$ cat src/rtl/adder_arbiter_if.sv
// Request/adder/response bundle for adder_arbiter; slave is the arbiter view, master the environment view.
// Optional macro ADDER_ARB_OVF_EN adds the rsp_ovf_out signal.
interface adder_arbiter_if #(
    parameter int NUM_REQ = 4,
    parameter int ID_W    = 2
);
    logic [NUM_REQ-1:0]    req_valid_in;
    logic [32*NUM_REQ-1:0] req_data1_in;
    logic [32*NUM_REQ-1:0] req_data2_in;
    logic [NUM_REQ-1:0]    req_ready_out;
    logic [31:0]           add_data1_out;
    logic [31:0]           add_data2_out;
    logic [31:0]           add_sum_in;
    logic                  rsp_valid_out;
    logic [ID_W-1:0]       rsp_id_out;
    logic [31:0]           rsp_data_out;
    logic                  rsp_ready_in;
`ifdef ADDER_ARB_OVF_EN
    logic                  rsp_ovf_out;
`endif

    modport slave (
`ifdef ADDER_ARB_OVF_EN
        output rsp_ovf_out,
`endif
        input  req_valid_in, req_data1_in, req_data2_in, add_sum_in, rsp_ready_in,
        output req_ready_out, add_data1_out, add_data2_out,
               rsp_valid_out, rsp_id_out, rsp_data_out
    );

    modport master (
`ifdef ADDER_ARB_OVF_EN
        input  rsp_ovf_out,
`endif
        output req_valid_in, req_data1_in, req_data2_in, add_sum_in, rsp_ready_in,
        input  req_ready_out, add_data1_out, add_data2_out,
               rsp_valid_out, rsp_id_out, rsp_data_out
    );
endinterface

$ cat src/rtl/adder_arbiter.sv
// Round-robin sharing of one external 32-bit adder between NUM_REQ requesters, one result per cycle.
// Optional macro ADDER_ARB_OVF_EN adds a registered signed-overflow flag (rsp_ovf_out).
module adder_arbiter #(
    parameter int NUM_REQ = 4,
    parameter int ID_W    = 2
) (
    input  logic           clk_i,
    input  logic           rst_i,
    adder_arbiter_if.slave bus
);
    typedef enum logic [0:0] {IDLE = 1'b0, BUSY = 1'b1} state_t;

    state_t          state_r;
    state_t          state_nxt_s;
    logic [ID_W-1:0] rr_ptr_r;
    logic [ID_W-1:0] grant_s;
    logic            any_valid_s;
    logic            accept_ok_s;
    logic            accept_s;
    logic [ID_W-1:0] rsp_id_r;
    logic [31:0]     rsp_data_r;
    logic [31:0]     op1_s [NUM_REQ];
    logic [31:0]     op2_s [NUM_REQ];

    // First valid requester at or after ptr, wrapping modulo NUM_REQ.
    function automatic logic [ID_W-1:0] rr_pick(input logic [NUM_REQ-1:0] valid,
                                                input logic [ID_W-1:0]    ptr);
        logic          found;
        logic [ID_W:0] idx;
        rr_pick = {ID_W{1'b0}};
        found   = 1'b0;
        for (int off = 0; off < NUM_REQ; off++) begin
            idx = {1'b0, ptr} + (ID_W+1)'(off);
            if (idx >= (ID_W+1)'(NUM_REQ)) begin
                idx = idx - (ID_W+1)'(NUM_REQ);
            end else begin
                idx = idx;
            end
            if (!found && valid[idx[ID_W-1:0]]) begin
                rr_pick = idx[ID_W-1:0];
                found   = 1'b1;
            end else begin
                found = found;
            end
        end
    endfunction

    function automatic logic [ID_W-1:0] rr_next(input logic [ID_W-1:0] g);
        rr_next = (g == ID_W'(NUM_REQ-1)) ? {ID_W{1'b0}} : g + ID_W'(1);
    endfunction

`ifdef ADDER_ARB_OVF_EN
    logic rsp_ovf_r;

    function automatic logic ovf_f(input logic [31:0] a, input logic [31:0] b,
                                   input logic [31:0] s);
        ovf_f = (a[31] == b[31]) & (s[31] != a[31]);
    endfunction

    assign bus.rsp_ovf_out = rsp_ovf_r;
`endif

    for (genvar i = 0; i < NUM_REQ; i++) begin : g_unpack
        assign op1_s[i] = bus.req_data1_in[32*i +: 32];
        assign op2_s[i] = bus.req_data2_in[32*i +: 32];
    end

    // Nothing is granted while reset is held, so the bus stays quiet during reset.
    assign any_valid_s = |bus.req_valid_in;
    assign accept_ok_s = (state_r == IDLE) | bus.rsp_ready_in;
    assign accept_s    = any_valid_s & accept_ok_s & ~rst_i;
    assign grant_s     = rr_pick(bus.req_valid_in, rr_ptr_r);

    assign bus.rsp_id_out   = rsp_id_r;
    assign bus.rsp_data_out = rsp_data_r;

    // State register.
    always_ff @(posedge clk_i) begin
        if (rst_i) begin
            state_r <= IDLE;
        end else begin
            state_r <= state_nxt_s;
        end
    end

    // Next-state logic.
    always_comb begin
        state_nxt_s = state_r;
        case (state_r)
            IDLE: begin
                if (accept_s) begin
                    state_nxt_s = BUSY;
                end else begin
                    state_nxt_s = IDLE;
                end
            end
            BUSY: begin
                if (bus.rsp_ready_in) begin
                    state_nxt_s = accept_s ? BUSY : IDLE;
                end else begin
                    state_nxt_s = BUSY;
                end
            end
            default: state_nxt_s = IDLE;
        endcase
    end

    // Grant, adder operand drive and response valid.
    always_comb begin
        bus.req_ready_out = {NUM_REQ{1'b0}};
        bus.add_data1_out = 32'h0;
        bus.add_data2_out = 32'h0;
        if (accept_s) begin
            bus.req_ready_out[grant_s] = 1'b1;
            bus.add_data1_out          = op1_s[grant_s];
            bus.add_data2_out          = op2_s[grant_s];
        end else begin
            bus.req_ready_out = {NUM_REQ{1'b0}};
        end
        bus.rsp_valid_out = (state_r == BUSY);
    end

    // Result capture and round-robin pointer; both hold when nothing is accepted.
    always_ff @(posedge clk_i) begin
        if (rst_i) begin
            rr_ptr_r   <= {ID_W{1'b0}};
            rsp_id_r   <= {ID_W{1'b0}};
            rsp_data_r <= 32'h0;
`ifdef ADDER_ARB_OVF_EN
            rsp_ovf_r  <= 1'b0;
`endif
        end else if (accept_s) begin
            rr_ptr_r   <= rr_next(grant_s);
            rsp_id_r   <= grant_s;
            rsp_data_r <= bus.add_sum_in;
`ifdef ADDER_ARB_OVF_EN
            rsp_ovf_r  <= ovf_f(op1_s[grant_s], op2_s[grant_s], bus.add_sum_in);
`endif
        end else begin
            rr_ptr_r   <= rr_ptr_r;
        end
    end
endmodule

$ cat src/flat_wrapper.sv
// flat-port wrapper written by rule: the top's interface ports become plain ports
module adder_arbiter_flat 
#(
    parameter int NUM_REQ = 4,
    parameter int ID_W    = 2
)
  (clk_i, rst_i, bus_req_valid_in, bus_req_data1_in, bus_req_data2_in, bus_add_sum_in, bus_rsp_ready_in, bus_req_ready_out, bus_add_data1_out, bus_add_data2_out, bus_rsp_valid_out, bus_rsp_id_out, bus_rsp_data_out);
  adder_arbiter_if #(.NUM_REQ(NUM_REQ), .ID_W(ID_W)) bus_i ();
  input  logic clk_i;
  input  logic rst_i;
  input wire logic [$bits(bus_i.req_valid_in)-1:0] bus_req_valid_in;
  input wire logic [$bits(bus_i.req_data1_in)-1:0] bus_req_data1_in;
  input wire logic [$bits(bus_i.req_data2_in)-1:0] bus_req_data2_in;
  input wire logic [$bits(bus_i.add_sum_in)-1:0] bus_add_sum_in;
  input wire logic [$bits(bus_i.rsp_ready_in)-1:0] bus_rsp_ready_in;
  output wire logic [$bits(bus_i.req_ready_out)-1:0] bus_req_ready_out;
  output wire logic [$bits(bus_i.add_data1_out)-1:0] bus_add_data1_out;
  output wire logic [$bits(bus_i.add_data2_out)-1:0] bus_add_data2_out;
  output wire logic [$bits(bus_i.rsp_valid_out)-1:0] bus_rsp_valid_out;
  output wire logic [$bits(bus_i.rsp_id_out)-1:0] bus_rsp_id_out;
  output wire logic [$bits(bus_i.rsp_data_out)-1:0] bus_rsp_data_out;
  assign bus_i.req_valid_in = bus_req_valid_in;
  assign bus_i.req_data1_in = bus_req_data1_in;
  assign bus_i.req_data2_in = bus_req_data2_in;
  assign bus_i.add_sum_in = bus_add_sum_in;
  assign bus_i.rsp_ready_in = bus_rsp_ready_in;
  assign bus_req_ready_out = bus_i.req_ready_out;
  assign bus_add_data1_out = bus_i.add_data1_out;
  assign bus_add_data2_out = bus_i.add_data2_out;
  assign bus_rsp_valid_out = bus_i.rsp_valid_out;
  assign bus_rsp_id_out = bus_i.rsp_id_out;
  assign bus_rsp_data_out = bus_i.rsp_data_out;
  adder_arbiter #(.NUM_REQ(NUM_REQ), .ID_W(ID_W)) u_core (.clk_i(clk_i), .rst_i(rst_i), .bus(bus_i));
endmodule
$ cat config.mk
export PLATFORM = sky130hd
export DESIGN_NAME = adder_arbiter_flat
export DESIGN_NICKNAME = d
export VERILOG_FILES = /design/src/rtl/adder_arbiter_if.sv /design/src/rtl/adder_arbiter.sv /design/src/flat_wrapper.sv
export SDC_FILE = /design/constraint.sdc
export NUM_CORES = 1
export LEC_CHECK = 0
export CAP_MARGIN = 20
export CELL_PAD_IN_SITES_DETAIL_PLACEMENT = 1
export CELL_PAD_IN_SITES_GLOBAL_PLACEMENT = 1
export CORE_AREA = 3 3 153 155
export DETAILED_ROUTE_END_ITERATION = 10
export DIE_AREA = 0 0 156 158
export PLACE_DENSITY_LB_ADDON = 0.1
export RECOVER_POWER = 100
export SYNTH_ARGS = -nofsm -noshare
export SYNTH_HDL_FRONTEND = slang
export SYNTH_SLANG_ARGS = --single-unit
export TNS_END_PERCENT = 100
$ cat constraint.sdc
create_clock -name clk_i -period 2.6 [get_ports clk_i]
set_input_delay 0.39 -clock clk_i [delete_from_list [all_inputs] [get_ports clk_i]]
set_output_delay 0.39 -clock clk_i [all_outputs]
set_load 0.01 [all_outputs]
---- Yosys cells after proc, flatten, opt, wreduce, memory -nomap -nowiden ----
Index checks and enable logic that the tools add are counted.
cells by class
  add/subtract/negate cells ............... 8
  magnitude comparators ................... 11
  mux-type cells .......................... 34
  equality and inequality tests ........... 1
  bitwise gates (word level) .............. 6
  reduce and logical (&&, ||, !) cells .... 8
operators by type and width
  kind                                                        number
  2-to-1 mux 32 bit                                           6
  binary-select mux 32 bit (select 2 bit)                     2
  2-to-1 mux 2 bit                                            9
  less-than comparator 2 x 3 -> 1 bit, second input constant  5
  >= comparator 3 bit, second input constant                  4
  2-to-1 mux 1 bit                                            10
  binary-select mux 1 bit (select 2 bit)                      4
  subtractor 2 x 1 -> 2 bit, second input constant            4
  adder 2 x 2 -> 3 bit, second input constant                 2
  logical AND 1 bit                                           4
  2-to-1 mux 4 bit                                            1
  OR reduction 4 bit                                          1
  adder 2 x 1 -> 3 bit, second input constant                 1
  >= comparator 2 x 3 -> 1 bit, second input constant         1
  logical NOT 1 bit                                           3
  inverter 2 -> 3 bit                                         1
  adder 2 x 1 -> 2 bit, second input constant                 1
  AND 1 bit                                                   2
  demux 1 bit (select 2 bit)                                  1
  equality test 2 bit, second input constant                  1
  >= comparator 2 x 1 -> 1 bit, second input constant         1
  inverter 1 bit                                              2
  one-hot mux 1 bit (2 select lines)                          1
  bitwise OR 1 bit                                            1
storage, ports and cells
  flip-flop bits (word level) ............. 37
  logic and storage cells ................. 72
  output and inout port bits .............. 103
  input port bits ......................... 295

---- Longest topological paths before layout ----
Gate-level depths: netlist (run 1).
  depth after elaboration ................. 19
  mapped depth ............................ 7

---- Worst setup path after synthesis (run 1) ----
OpenSTA, ideal clock, no wires.
  path type ............................... input to output
  start ................................... input port bus_req_valid_in[2]
  end ..................................... output port bus_add_data1_out[13]
  slack ................................... 640 ps
  stages .................................. 6
  arrival time ............................ 1570 ps
  required time ........................... 2210 ps
  path buffers ............................ 2
  cell sequence ........................... nor2b_1 a221o_1 a21o_1 buf_6 buf_4 o22ai_2
between the ends
  cells in the longest elaborated chain, start to end .. 17
  elaborated cells on any way between the ends .. 29
  classes of those cells .................. mux (19); bitwise (3); reduce/logical (7)
RTL lines
  element                                               RTL line              text
  start, declared                                       flat_wrapper.sv:11    input wire logic [$bits(bus_i.req_valid_in)-1:0] bus_req_valid_in;
  binary-select mux 1 bit (select 2 bit)                adder_arbiter.sv:39   if (!found && valid[idx[ID_W-1:0]]) begin
  2-to-1 mux 1 bit (implied by the code)                adder_arbiter.sv:39
  2-to-1 mux 1 bit                                      adder_arbiter.sv:39
  logical NOT 1 bit                                     adder_arbiter.sv:39
  logical AND 1 bit                                     adder_arbiter.sv:39
  2-to-1 mux 1 bit                                      adder_arbiter.sv:39
  logical NOT 1 bit                                     adder_arbiter.sv:39
  logical AND 1 bit                                     adder_arbiter.sv:39
  2-to-1 mux 1 bit                                      adder_arbiter.sv:39
  logical NOT 1 bit                                     adder_arbiter.sv:39
  logical AND 1 bit                                     adder_arbiter.sv:39
  2-to-1 mux 2 bit                                      adder_arbiter.sv:39
  inverter 2 -> 3 bit (implied by the code)             adder_arbiter.sv:115  bus.add_data1_out = op1_s[grant_s];
  binary-select mux 32 bit (select 2 bit)               adder_arbiter.sv:115
  2-to-1 mux 32 bit (implied by the code) (2 in a row)  adder_arbiter.sv:115
  2-to-1 mux 32 bit (*)                                 adder_arbiter.sv:113  if (accept_s) begin
  end, declared                                         flat_wrapper.sv:17    output wire logic [$bits(bus_i.add_data1_out)-1:0] bus_add_data1_out;
Every way passes the cells marked *; elsewhere a longest branch is shown, timed or not. The select of a mux whose other input is x is not followed.

---- Worst setup path after layout (run 1) ----
  start ................................... input port bus_req_valid_in[1]
  end ..................................... output port bus_add_data1_out[26]
Same word-level chain as after synthesis.

==> qor.csv, run 1 <==
metric,value,unit
post_dp_cell_area,8110,um^2
numCtsBuffers,5,
grt.overflow.total,0,
die_w,156,um
tritoncts,done,
dieArea,24600,um^2
finalMaxSlewViolations,0,
areaGrowthSynthToFinish,137,%
synthArstFlopShare,0,
place_ws,-0.677,ns
insertion_delay,0.28,ns
ant_nets,0,
cts.clk_slew.worst_paths,0.06,ns
syn-num-nets,693,
setup_tns,-0.00848,ns
synth_top_family_by_area,multiplexers,
avgSynthCellArea,9.27,um^2
synth-xor-area-share,0,
cts_sinks,37,
synth-simple-area-share,0.117,
via_per_inst,4.41,
port_buffers,397,
dr.pass1.iters,4,
fp-row-count,54,
wl_per_cell,22.1,um
p_leak,0.00376,uW
final_core_util,0.399,
power_density,445,nW/um^2
first_iter_violations,148,
ys_top_cells_by_area,"mux2i_1, dfxtp_1, o22ai_2",
track_usage,0.178,
synth.top_cell.area_share,0.350,
initial_core_util,0.168,
gp_congestion,0.864,
holdBufCountCts,0,
synth_area,3690,um^2
ios,398,
cts.htree.levels,2,
cts.path.max_buffers,2,
yosysWarnings,0,
final_net_count,1121,
synth_common_cells,"mux2i_1, o22ai_2, dfxtp_1",
finalHoldViolCount,0,
peakVddDrop,363,uV
worst_pin_slew,0.625,ns
fin_ws,-0.00410,ns
end_kind,output pin,
cts_root_buffer,clkbuf_16,
required,2.21,ns
status,finished with violations,
ys_seq_area_frac,0.201,
yosys.area.top_type,mux2i_1,
layout-drive-gt1-share,0.273,
cap_violations,0,
violations,negative setup slack,
period_share,1.00,
die_h,158,um
min_period,2.60,ns
synth-main-ff-cell,dfxtp_1,
stdcell_area,8760,um^2
critPathKind,input port to output pin,
rsz0062_at_grt,true,
antenna_found_initial,4,
synth.distinct_cells,31,
setup_viol,3,
hold_class,flop to flop,
grt_max_degree,71,
hpwl,19500,um
muxShareOfSynthArea,0.350,
synth_compound_area_frac,0.242,
yosysMostFrequentCell,mux2i_1,
synth_edf_count,0,
syn-instance-count,398,
startpoint_type,input port,
synth-seq-cells,37,
synth-adder-area-share,0,
drc,0,
grt_pass1_wl,33400,um
worst_ep_arrival_time,2.21,ns
skew,0.00817,ns
dr_total_vias,4895,
grt_pass1_vias,5257,
relSlewSlack,0.580,
core_area,22000,um^2
fmax,384,MHz
crit_fanout,8,
drt_wl_total,24500,um
==> report_power, final <==
group | switching [uW] | internal [uW] | leakage [uW] | total (uW)
combinational | 1040 | 1490 | 0.00337 | 2530
clock | 258 | 455 | 0.0000811 | 713
sequential | 35.9 | 625 | 0.000309 | 661
==> routing by layer <==
layer	wire (um)	share of wire	track usage
met1	8860	0.36	0.192
met2	13200	0.54	0.340
met3	2060	0.084	0.0599
met4	336	0.014	0.0341
met5	28	0.0011	0
==> through the flow <==
stage / hold slack, ns / power (uW) / std cells
5_1_grt: 0.468 / 4110 / 1109
4_1_cts: 0.459 / 3920 / 1105
3_3_place_gp: 0.446 / 2860 / 1067
6_report: 0.449 / 3900 / 1110
2_1_floorplan: 0.481 / 1760 / 398
3_5_place_dp: 0.452 / 2900 / 1067
==> kinds of logic (layout without fill, tap and decap cells) <==
family	count (synthesis)	count (layout)
AND/OR/NAND/NOR	83	83
other	0	3
buffers and inverters	43	472
AO/OA/AOI/OAI	106	106
flip-flops	37	37
multiplexers	129	129
==> final cells by class <==
cell class,count,area (um^2)
Fill cell,2464,13200
Timing Repair Buffer,461,4550
Multi-Input combinational cell,318,2930
Sequential cell,37,744
Tap cell,280,350
Clock buffer,6,129
Clock inverter,2,38.8
Inverter,3,11.3
Antenna cell,3,7.51
==> worst max-delay path: stages <==
cell and delay (ns):
clkdlybuf4s15_2 0.23, or3b_4 0.42, o221ai_4 0.08, buf_12 0.17, buf_4 0.16, buf_12 0.15, mux2i_2 0.24, o22ai_2 0.10
clkdlybuf4s15_2 0.25
==> registers in the layout, indices dropped and copies added (netlist names) <==
signal and count:
u_core.rr_ptr_r 2, u_core.bus.rsp_id_out 2, u_core.bus.rsp_valid_out 1, u_core.bus.rsp_data_out 32
==> what timing repair did <==
item                       CTS  global route
gates cloned                 8             1
pin swaps                    6             4
setup endpoints to repair   68            55
buffers inserted            22             3
gates resized for setup    280            58
==> cells in the final DEF (no fill, tap or decap), drive strengths merged <==
cell type | Yosys | routed
bufinv | 0 | 1
nor4 | 1 | 1
nand2b | 34 | 34
nand4 | 1 | 1
o221ai | 2 | 2
o21ai | 32 | 32
diode | 0 | 3
nor2b | 4 | 4
clkinv | 0 | 1
o31ai | 2 | 2
a221o | 1 | 1
inv | 3 | 3
nor2 | 3 | 3
o22ai | 64 | 64
mux2i | 129 | 129
dlygate4sd2 | 0 | 3
clkdlybuf4s50 | 0 | 288
a21o | 1 | 1
or3b | 1 | 1
or3 | 1 | 1
nor3 | 1 | 1
dlygate4sd3 | 0 | 35
nand2 | 36 | 36
bufbuf | 0 | 1
nand3 | 1 | 1
a21oi | 2 | 2
buf | 22 | 107
a21boi | 1 | 1
o21bai | 1 | 1
dfxtp | 37 | 37
clkbuf | 18 | 23
clkdlybuf4s15 | 0 | 10
==> worst paths after layout <==
path,startpoint,endpoint,slack (ns),depth (start not counted)
min,u_core.bus.rsp_id_out[0],u_core.bus.rsp_id_out[0],0.45,2
min reg2reg,u_core.bus.rsp_id_out[0],u_core.bus.rsp_id_out[0],0.45,2
max,bus_req_valid_in[1],bus_add_data1_out[26],-0.004,9
max reg2reg,u_core.rr_ptr_r[1],u_core.rr_ptr_r[0],0.84,9
Power figures use the tool's default switching activity.
==> run 2: changes to the inputs <==
CTS_CLUSTER_SIZE = 24   (was unset)
==> results of run 2 <==
Same layout as run 1: the final DEF is identical, and so are final timing and power.
